<file path="src/rtl/reg_file_wb.sv">
`default_nettype none
// ============================================================================
//  Module   : reg_file_wb
//  Purpose  : Register file fed through a small write-back FIFO. Accepted
//             write-back requests are queued and drained into the register
//             array one entry per clock, strictly in acceptance order. Two
//             independent combinational read ports report the array value
//             and whether a queued, not-yet-drained write targets the
//             register being read.
//  Option   : `define WB_BYPASS_EN to forward the newest queued data for a
//             matching read address instead of flagging a hazard (the
//             HAZARD outputs are then tied low).
//  Ports    : CLK          - single clock, rising-edge active
//             RESET        - asynchronous, active-low reset
//             WB_VALID     - write-back request valid
//             WB_READY     - buffer can take a request this cycle
//             WB_ADDR      - destination register index
//             WB_DATA      - write data
//             OUT1ADDRESS  - read port 1 register index
//             OUT2ADDRESS  - read port 2 register index
//             REGOUT1/2    - read port data (combinational)
//             HAZARD1/2    - read port register has a queued write
//             PENDING      - number of occupied buffer entries
//  Revision : 1.0 - initial release
// ============================================================================
module reg_file_wb #(
    parameter int DATA_W   = 8,
    parameter int NUM_REGS = 8,
    parameter int WB_DEPTH = 2,   // power of two, >= 2
    localparam int ADDR_W  = $clog2(NUM_REGS),
    localparam int PTR_W   = $clog2(WB_DEPTH),
    localparam int CNT_W   = PTR_W + 1
) (
    input  logic              CLK,
    input  logic              RESET,
    input  logic              WB_VALID,
    output logic              WB_READY,
    input  logic [ADDR_W-1:0] WB_ADDR,
    input  logic [DATA_W-1:0] WB_DATA,
    input  logic [ADDR_W-1:0] OUT1ADDRESS,
    input  logic [ADDR_W-1:0] OUT2ADDRESS,
    output logic [DATA_W-1:0] REGOUT1,
    output logic [DATA_W-1:0] REGOUT2,
    output logic              HAZARD1,
    output logic              HAZARD2,
    output logic [CNT_W-1:0]  PENDING
);

    // ------------------------------------------------------------------
    // State
    // ------------------------------------------------------------------
    logic [DATA_W-1:0] regs_q     [NUM_REGS];
    logic [DATA_W-1:0] regs_d     [NUM_REGS];
    logic [ADDR_W-1:0] buf_addr_q [WB_DEPTH];
    logic [ADDR_W-1:0] buf_addr_d [WB_DEPTH];
    logic [DATA_W-1:0] buf_data_q [WB_DEPTH];
    logic [DATA_W-1:0] buf_data_d [WB_DEPTH];
    logic [PTR_W-1:0]  wr_ptr_q, wr_ptr_d;
    logic [PTR_W-1:0]  rd_ptr_q, rd_ptr_d;
    logic [CNT_W-1:0]  count_q,  count_d;

    logic              w_push;
    logic              w_pop;

    // Ready is gated by RESET directly so it drops the instant reset asserts.
    // A full buffer refuses a push even if the head drains on the same edge.
    assign WB_READY = RESET && (count_q < CNT_W'(WB_DEPTH));
    assign PENDING  = count_q;

    // ------------------------------------------------------------------
    // Next-state: FIFO push/pop and drain into the register array
    // ------------------------------------------------------------------
    always_comb begin
        w_push     = WB_VALID && WB_READY;
        w_pop      = (count_q != '0);
        wr_ptr_d   = wr_ptr_q;
        rd_ptr_d   = rd_ptr_q;
        count_d    = count_q;
        buf_addr_d = buf_addr_q;
        buf_data_d = buf_data_q;
        regs_d     = regs_q;

        // Push never lands on the slot being popped: that would need a full
        // buffer, and a full buffer deasserts WB_READY.
        if (w_push) begin
            buf_addr_d[wr_ptr_q] = WB_ADDR;
            buf_data_d[wr_ptr_q] = WB_DATA;
            wr_ptr_d             = wr_ptr_q + PTR_W'(1);
        end

        if (w_pop) begin
            regs_d[buf_addr_q[rd_ptr_q]] = buf_data_q[rd_ptr_q];
            rd_ptr_d                     = rd_ptr_q + PTR_W'(1);
        end

        case ({w_push, w_pop})
            2'b10:   count_d = count_q + CNT_W'(1);
            2'b01:   count_d = count_q - CNT_W'(1);
            default: count_d = count_q;
        endcase
    end

    // ------------------------------------------------------------------
    // State registers
    // ------------------------------------------------------------------
    always_ff @(posedge CLK or negedge RESET) begin
        if (!RESET) begin
            regs_q     <= '{default: '0};
            buf_addr_q <= '{default: '0};
            buf_data_q <= '{default: '0};
            wr_ptr_q   <= '0;
            rd_ptr_q   <= '0;
            count_q    <= '0;
        end else begin
            regs_q     <= regs_d;
            buf_addr_q <= buf_addr_d;
            buf_data_q <= buf_data_d;
            wr_ptr_q   <= wr_ptr_d;
            rd_ptr_q   <= rd_ptr_d;
            count_q    <= count_d;
        end
    end

    // ------------------------------------------------------------------
    // Read ports
    // Entries are scanned from head (oldest) to tail (newest); a later hit
    // overrides an earlier one, so the newest matching entry wins. Only
    // occupied entries are considered, so a request being accepted this
    // cycle is never seen.
    // ------------------------------------------------------------------
    logic [PTR_W-1:0]  w_slot;
    logic [DATA_W-1:0] w_rd1;
    logic [DATA_W-1:0] w_rd2;
    logic              w_haz1;
    logic              w_haz2;

    always_comb begin
        w_rd1  = regs_q[OUT1ADDRESS];
        w_rd2  = regs_q[OUT2ADDRESS];
        w_haz1 = 1'b0;
        w_haz2 = 1'b0;
        w_slot = rd_ptr_q;
        for (int i = 0; i < WB_DEPTH; i++) begin
            w_slot = rd_ptr_q + PTR_W'(i);
            if (CNT_W'(i) < count_q) begin
`ifdef WB_BYPASS_EN
                if (buf_addr_q[w_slot] == OUT1ADDRESS) begin
                    w_rd1 = buf_data_q[w_slot];
                end
                if (buf_addr_q[w_slot] == OUT2ADDRESS) begin
                    w_rd2 = buf_data_q[w_slot];
                end
`else
                if (buf_addr_q[w_slot] == OUT1ADDRESS) begin
                    w_haz1 = 1'b1;
                end
                if (buf_addr_q[w_slot] == OUT2ADDRESS) begin
                    w_haz2 = 1'b1;
                end
`endif
            end
        end
    end

    assign REGOUT1 = w_rd1;
    assign REGOUT2 = w_rd2;

`ifdef WB_BYPASS_EN
    // Forwarding makes queued writes visible, so there is never a hazard.
    assign HAZARD1 = 1'b0;
    assign HAZARD2 = 1'b0;
    logic w_unused;
    assign w_unused = w_haz1 | w_haz2;
`else
    assign HAZARD1 = w_haz1;
    assign HAZARD2 = w_haz2;
`endif

endmodule
`default_nettype wire

</file>
<file path="config.mk">
export PLATFORM = sky130hd
export DESIGN_NAME = reg_file_wb
export DESIGN_NICKNAME = d
export VERILOG_FILES = /design/src/rtl/reg_file_wb.sv
export SDC_FILE = /design/constraint.sdc
export NUM_CORES = 1
export LEC_CHECK = 0
export BUFFER_PORTS_ARGS = -buffer_cell sky130_fd_sc_hd__buf_2
export CAP_MARGIN = 20
export CELL_PAD_IN_SITES_DETAIL_PLACEMENT = 0
export CELL_PAD_IN_SITES_GLOBAL_PLACEMENT = 1
export CORE_ASPECT_RATIO = 0.5
export CORE_MARGIN = 2
export CORE_UTILIZATION = 30
export CTS_CLUSTER_DIAMETER = 50
export DETAILED_ROUTE_END_ITERATION = 10
export PLACE_DENSITY = 0.51
export SLEW_MARGIN = 20
export SYNTH_ARGS = -nofsm -noshare
export SYNTH_HDL_FRONTEND = slang
export SYNTH_SLANG_ARGS = --single-unit
</file>
<file path="constraint.sdc">
create_clock -name CLK -period 4.65 [get_ports CLK]
set_input_delay 0.2325 -clock CLK [delete_from_list [all_inputs] [get_ports CLK]]
set_output_delay 0.2325 -clock CLK [all_outputs]
set_load 0.005 [all_outputs]
</file>
* Word-level counts from Yosys, hierarchy flattened *
Index checks and enable logic that the tools add are counted.
Widths: inputs -> output; s select.

word-level totals
  register bits after elaboration = 90
  logic and storage cells = 81

operators by class
  $lt $le $gt $ge = 11
  reduce and logical (&&, ||, !) cells = 6
  add/subtract/negate cells = 4
  equality and inequality tests = 6
  bitwise operators = 6
  muxes and demuxes = 33

operators by type and width
  cell                 count
  $mux 8               9
  $bwmux 64            1
  $bmux 8 s3           2
  $demux 8 s3          1
  $mux 3               7
  $bwmux 16            1
  $eq 3x3->1           4
  $ge 4x4->1 const B   3
  $not 3->4            3
  $demux 8 s1          1
  $mux 1               8
  $bwmux 6             1
  $ge 2x2->1 const B   3
  $not 1->2            3
  $logic_and 1x1->1    4
  $lt 1x2->1 const A   2
  $lt 4x1->1 const B   1
  $pmux 2 s2           1
  $reduce_bool 2->1    2
  $demux 3 s1          1
  $add 1x1->1 const B  2
  $add 2x1->2 const B  1
  $eq 2x1->1 const B   1
  $eq 2x2->1 const B   1
  other kinds (3)      3

* Longest topological paths before layout *
Gate-level depths: netlist of run 1.

  depth after elaboration = 10
  depth in mapped cells = 7
  depth with buffers taken out = 6

* Worst setup path before layout of run 1 *
OpenSTA, ideal clock, no wires.

  path kind = input to output
  start = input port OUT1ADDRESS[0]
  end = output port REGOUT1[0]
  path buffers = 2
  cell stages on the path = 4
  required time = 4.418 ns
  setup slack = 2.828 ns
  arrival time = 1.590 ns
  cells stage by stage = buf_2 -> buf_2 -> mux4_2 -> mux2_2

on the way
  word-level cells in the longest chain between the ends = 4

ends and longest elaborated chain
  element                                    line  RTL
  start: declaration                         40    input logic [ADDR_W-1:0] OUT1ADDRESS,
  $not 3->4 (implied by the code)            138   w_rd1 = regs_q[OUT1ADDRESS];
  $bmux 8 s3                                 138
  $mux 8 (implied by the code) (2 in a row)  138
  end: declaration                           42    output logic [DATA_W-1:0] REGOUT1,

No other way between the ends. The select of a mux whose other input is x is not followed.

* Worst setup path after layout of run 1 *
  start = register rd_ptr_q
  end = output port HAZARD2

on the way
  word-level cells in the longest chain between the ends = 9
  elaborated cells on any way between the ends = 15
  classes of those cells = add/sub (1); eq/ne (2); mux (10); bitwise (2)

ends and longest elaborated chain
  element                                    line  RTL
  start: declaration                         59    logic [PTR_W-1:0] rd_ptr_q, rd_ptr_d;
  start signal: assignment                   119   rd_ptr_q <= rd_ptr_d;
  $not 1->2 (implied by the code)            157   if (buf_addr_q[w_slot] == OUT2ADDRESS) begin
  $mux 3 (implied by the code) (3 in a row)  157
  $eq 3x3->1                                 157
  $mux 1                                     157
  $mux 1                                     145   if (CNT_W'(i) < count_q) begin
  $mux 1                                     157
  $mux 1 (*)                                 145
  end: declaration                           45    output logic HAZARD2,

Mark *: on every way between the ends. The rest lies on a longest branch, timed or not. The select of a mux whose other input is x is not followed.

==> metrics, run 1 <==
status finished, final reports clean; syn_nets 398; worst slew pin tran 1.020 ns; Clock Latency Late Sink 0.34 ns; Fin. Hold Viols 0; Die ar. 0.01707 mm2; VDD IR max 0.0002305 V; P_sw 1625 uW; RSZ-0062 raised after global routing false; combinational power share 0.442; Critical Path Start Type flip-flop; GRT Util Overall 0.1531; Critical Path Sink Type output port; clock share of power 0.187; initial antenna violation count 0; Async S/R FF share, synth 1.000; Hold Path Class input port to flip-flop; H-tree depth 3; P&R area growth vs syn 13.26%; Mapped Cells 375; Slew headroom 0.3172; Placement Rows 32; CTS tree built; Synth Flop Type dfrtp_1; # setup viols final 0; router iterations before antenna repair 4; Tcrit/Tclk final 0.5735; initial DRC count 233; core area 0.01553 mm2; WS Path Type flip-flop to output port; P_leak 0.002151 uW; Slew Limit Fails 0; DIE WIDTH 182.8 um; EDFF count, synth 0; Yosys warning count 0; Antenna Nets Post-Route 0; Critical Path RT 4.42 ns; drc violations 0; vias per cell 5.075; layout cells sized above 1 0.3463; Die H 93.39 um; hold slack final 0.1388 ns; Root Driver clkbuf_16; CP Data Arrival Time 2.43 ns; Worst-path clk slew 0.06 ns; pin count of the biggest net entering global routing 68; sw frac 0.3868; final net count 428; Max Buffers Root-to-Sink 2; routed wire length 12.09 mm; fmax 0.3750 GHz; IO Port Bufs 40; Seq/Total Area, Yosys 0.4697; maxcap violations 0; via count 3,116; Final min period 2.667 ns; global-route wire length before repair 19.02 mm; Reg power frac 0.371; Synth Register Bits 90; Post-Syn Area 0.004795 mm2; syn_area_per_cell 12.79 um2; Post-CTS Setup Inserts 0; clock sink count 90; total gr overflow 0; Num CTS Buffers 9; Initial Util 0.3086; P per Cell Area 773.6 mW/mm2; number of global-route vias before repair 3,329; GPL Wtd Cong 0.7043; worst-path fanout max 24; internal power 2576 uW; n_diodes 0; Routed WL per cell 19.69 um; Setup TNS 0 ns; Distinct cells, synth 29; Worst Skew 0.005788 ns; Finished Core Util 0.3495; Ports 41; Post-DP HPWL 8.381 mm
==> cells in the final DEF, fill, tap and decap left out, types with 2 or more instances in the layout <==
cell,count
a211oi_4,8
a21oi_1,64
buf_2,39
buf_4,2
bufinv_16,2
clkbuf_16,9
clkinv_4,2
dfrtp_1,89
ha_1,3
inv_1,3
mux2_2,38
mux2i_1,13
mux4_2,32
nand2_1,2
nand3b_1,2
nand4_1,2
nor2_1,66
o41ai_1,2
or3b_4,3
xnor2_1,10
xor2_1,6
==> final timing paths <==
| kind | cells after the start | to | from | slack (ns) |
|---|---|---|---|---|
| hold reg to reg | 1 | wr_ptr_q | wr_ptr_q | 0.50 |
| min in group asynchronous | 2 | buf_data_q[13] | RESET | 0.32 |
| setup / recovery | 4 | HAZARD2 | rd_ptr_q | 1.98 |
| max in group asynchronous | 3 | rd_ptr_q | RESET | 3.14 |
| setup reg to reg | 3 | regs_q[60] | rd_ptr_q | 2.32 |
| hold / removal | 2 | buf_data_q[1] | WB_DATA[1] | 0.14 |
==> metal layers <==
| layer | vias to the layer above | part of all wire | track usage |
|---|---|---|---|
| met5 | - | 0 | 0 |
| met4 | 0 | 0.0082 | 0.03667 |
| met3 | 10 | 0.061 | 0.03544 |
| met2 | 92 | 0.47 | 0.2497 |
| met1 | 1584 | 0.46 | 0.2087 |
| li1 | 1430 | - | - |
==> area by class of cell <==
class | count | area (um2)
Clock inverter | 5 | 86.33
Fill cell | 1525 | 10100
Timing Repair Buffer | 42 | 220.2
Clock buffer | 11 | 242.7
Inverter | 3 | 11.26
Tap cell | 204 | 255.2
Sequential cell | 90 | 2253
Multi-Input combinational cell | 259 | 2361
==> registers in the layout, summed over array words and instances, names as in the netlist <==
| register | flops |
|---|---|
| wr_ptr_q | 1 |
| buf_data_q | 16 |
| rd_ptr_q | 1 |
| PENDING | 2 |
| buf_addr_q | 6 |
| regs_q | 64 |
==> synth_stat cells (2+ instances only) <==
cell / instances / share of area
ha_1: 3 / 0.0078
dfrtp_1: 90 / 0.47
a211oi_4: 8 / 0.033
nand2_1: 2 / 0.0016
buf_1: 2 / 0.0016
buf_6: 9 / 0.021
inv_1: 3 / 0.0023
o41ai_1: 2 / 0.0037
clkbuf_1: 3 / 0.0023
xnor2_1: 10 / 0.018
buf_2: 7 / 0.0073
xor2_1: 6 / 0.011
nand3b_1: 2 / 0.0031
mux2_2: 38 / 0.089
nor2_1: 66 / 0.052
mux2i_1: 13 / 0.027
nand4_1: 2 / 0.0026
buf_4: 2 / 0.0031
mux4_2: 32 / 0.15
a21oi_1: 64 / 0.067
or3b_4: 3 / 0.0070
==> critical path, stage by stage (launching register included) <==
cell     delay [ns]
dfrtp_2        0.77
mux2i_4        0.57
xnor2_1        0.12
o41ai_1        0.43
buf_2          0.19
==> per-stage QoR <==
step                setup slack [ns]  area (um2)  total power [uW]  std cells
floorplan                      2.828        4795              2944        375
global placement               2.026        5090              3326        597
detailed placement             1.993        5090              3452        597
CTS                            1.612        5429              4256        614
global route                   1.807        5430              4529        614
finish                         1.983        5430              4201        614
==> cells by family (layout without fill, tap and decap cells) <==
family                     Yosys count  in the layout  synth area share
DFF                                 90             90            0.4697
muxes                               85             85            0.2745
and+or+nand+nor                     80             80           0.07594
AOI/OAI and AO/OA                   75             75            0.1049
buffers and inverters               26             61           0.03784
xor gates and xnor gates            16             16           0.02923
adders and majority gates            3              3          0.007830
==> power by group through the flow <==
stage	Sequential (uW)	Combinational (uW)	Clock (uW)
floorplan	1430	1520	0
global route	1610	2070	847
global placement	1520	1810	0
detailed placement	1570	1880	0
CTS	1550	1890	812
finish	1560	1860	787
==> what timing repair did <==
item,in CTS,in global routing
endpoints found under the hold margin,23,0
hold buffers,1,0
gates resized for setup,0,0
(Power assumes the default switching activity.)
==> run 2, diff against run 1 <==
==> constraint.sdc (replaced) <==
create_clock -name CLK -period 2.7 [get_ports CLK]
set_input_delay 0.135 -clock CLK [delete_from_list [all_inputs] [get_ports CLK]]
set_output_delay 0.135 -clock CLK [all_outputs]
set_load 0.005 [all_outputs]
==> run 2 against run 1 <==
Clock skew rose by 0.0025 ns; non-clock buffer count rose by 21; critical path depth did not move; first-iteration DRC count fell by 14%; critical endpoint is now HAZARD1.
==> metrics, run 2 (synthesized netlist as in run 1, its figures left out) <==
r2r setup slk 0.48 ns (-1.84 ns); Root Driver clkbuf_16; n_diodes 0 (unchanged); Antenna Nets Post-Route 0 (unchanged); max FFs per register 64 (unchanged); drc violations 0 (unchanged); Placement Rows 32 (unchanged); router iterations before antenna repair 5 (+1); Post-CTS Setup Inserts 0 (unchanged); GRT Util Overall 0.1565 (+0.003374); Max Buffers Root-to-Sink 2 (unchanged); hold_buf cts 1 (unchanged); P per Cell Area 1320 mW/mm2 (+71%); Initial Util 0.3086 (unchanged); commonest non-fill, non-tap cell in the layout dfrtp_1; global-route wire length before repair 19.49 mm (+2.5%); Routed WL per cell 19.42 um (-1.3%); Critical Path RT 2.57 ns (-1.85 ns); vias per cell 5.047 (-0.54%); Die H 93.39 um (unchanged); GPL Wtd Cong 0.7232 (+2.7%); pin count of the biggest net entering global routing 51 (-25%); Slew headroom 0.3206 (+0.003393); Slew Limit Fails 0 (unchanged); Hold EP buf_data_q[1]; Num CTS Buffers 9 (unchanged); P&R area growth vs syn 15.61%; CTS tree built; Worst-path clk slew 0.06 ns (about the same); status finished, final reports clean; VDD IR max 0.0003155 V (+37%); DIE WIDTH 182.8 um (unchanged); number of global-route vias before repair 3,264 (-2.0%); Finished Core Util 0.3568 (+0.007249); Post-CTS Resized 0 (unchanged); hold slack final 0.04086 ns (-0.09795 ns); Critical Path Start Type flip-flop; clock sink count 90 (unchanged); # setup viols final 0 (unchanged); Worst Skew 0.008268 ns (+0.002480 ns); Clock Latency Late Sink 0.34 ns (about the same); Tcrit/Tclk final 0.9108; initial DRC count 200 (-14%); worst r2r src PENDING[1]; worst-path fanout max 12 (-50%); routed wire length 12.31 mm (+1.9%); commonest cells after routing, fill and taps aside 90 x dfrtp_1, 66 x nor2_1, 64 x a21oi_1; RSZ-0062 raised after global routing false; Reg2Reg Depth 5 (+2); Critical Path Sink Type output port; WS Path Type flip-flop to output port; Biggest register regs_q; worst hold stages 2 (unchanged); via count 3,200 (+2.7%); HP Start WB_DATA[1]; layout cells sized above 1 0.3744 (+0.02808); biggest regs regs_q: 64 flops, buf_data_q: 16 flops, buf_addr_q: 6 flops; initial antenna violation count 0 (unchanged); P_leak 0.002235 uW (+3.9%); core area 0.01553 mm2 (unchanged); Final min period 2.459 ns; maxcap violations 0 (unchanged); fmax 0.4067 GHz; total gr overflow 0 (unchanged); Die ar. 0.01707 mm2 (unchanged); Hold Path Class input port to flip-flop; Post-DP HPWL 8.738 mm (+4.3%); H-tree depth 3 (unchanged); Ports 41 (unchanged); Setup TNS 0 ns (unchanged); worst slew pin tran 1.019 ns (-0.001319 ns); Fin. Hold Viols 0 (unchanged); final net count 449 (+4.9%); CP Data Arrival Time 2.32 ns (-0.11 ns); reg2reg end regs_q[27]; IO Port Bufs 40 (unchanged)
[run 2: routing by layer]
metal  global-route usage  routed length, um  up-vias  share of wire
met3              0.03388                652       11          0.053
met2               0.2357               5324       79           0.43
li1                     -                  -     1470              -
met5                    0                  0        -              0
met4              0.03733                123        0          0.010
met1               0.2304               6213     1640           0.50
[run 2: worst max-delay path, stage by stage, from the launching register on]
cell	delay [ns]
dfrtp_1	0.69
mux2i_1	0.40
xnor2_1	0.12
o41ai_1	0.55
buf_2	0.22
[run 2: cell type report]
cell class / count / area, um2
Sequential cell: 90 / 2252
Clock buffer: 10 / 229.0
Fill cell: 1547 / 9992
Clock inverter: 5 / 56.30
Inverter: 3 / 11.26
Tap cell: 204 / 255.2
Multi-Input combinational cell: 259 / 2361
Timing Repair Buffer: 63 / 377.9
[run 2: where the power goes]
part / total [uW] / internal [uW] / switching (uW) / leakage [uW]
clock network: 1220 / 711 / 510 / 0.000138
logic: 3440 / 1700 / 1730 / 0.00107
registers: 2660 / 2070 / 595 / 0.00103
total: 7320 / 4480 / 2840 / 0.00223
[run 2: worst max-delay path by stage]
stage	start	end	slack, ns	cells after the start
after CTS	rd_ptr_q	HAZARD1	0.23	4
final	rd_ptr_q	HAZARD1	0.24	4
after detailed placement	PENDING[1]	regs_q[24]	0.48	4
after floorplan	rd_ptr_q	regs_q[63]	1.03	6
after global placement	PENDING[1]	regs_q[27]	0.51	4
after global routing	rd_ptr_q	HAZARD2	0.06	4
[run 2: per-stage QoR]
step,total power [uW],setup slack (ns),instances,cell area [um2]
floorplan,5071,1.031,375,4795
global placement,6029,0.5109,618,5248
detailed placement,6152,0.4841,618,5248
CTS,7409,0.2321,634,5543
global route,7893,0.05994,634,5543
finish,7317,0.2409,634,5543
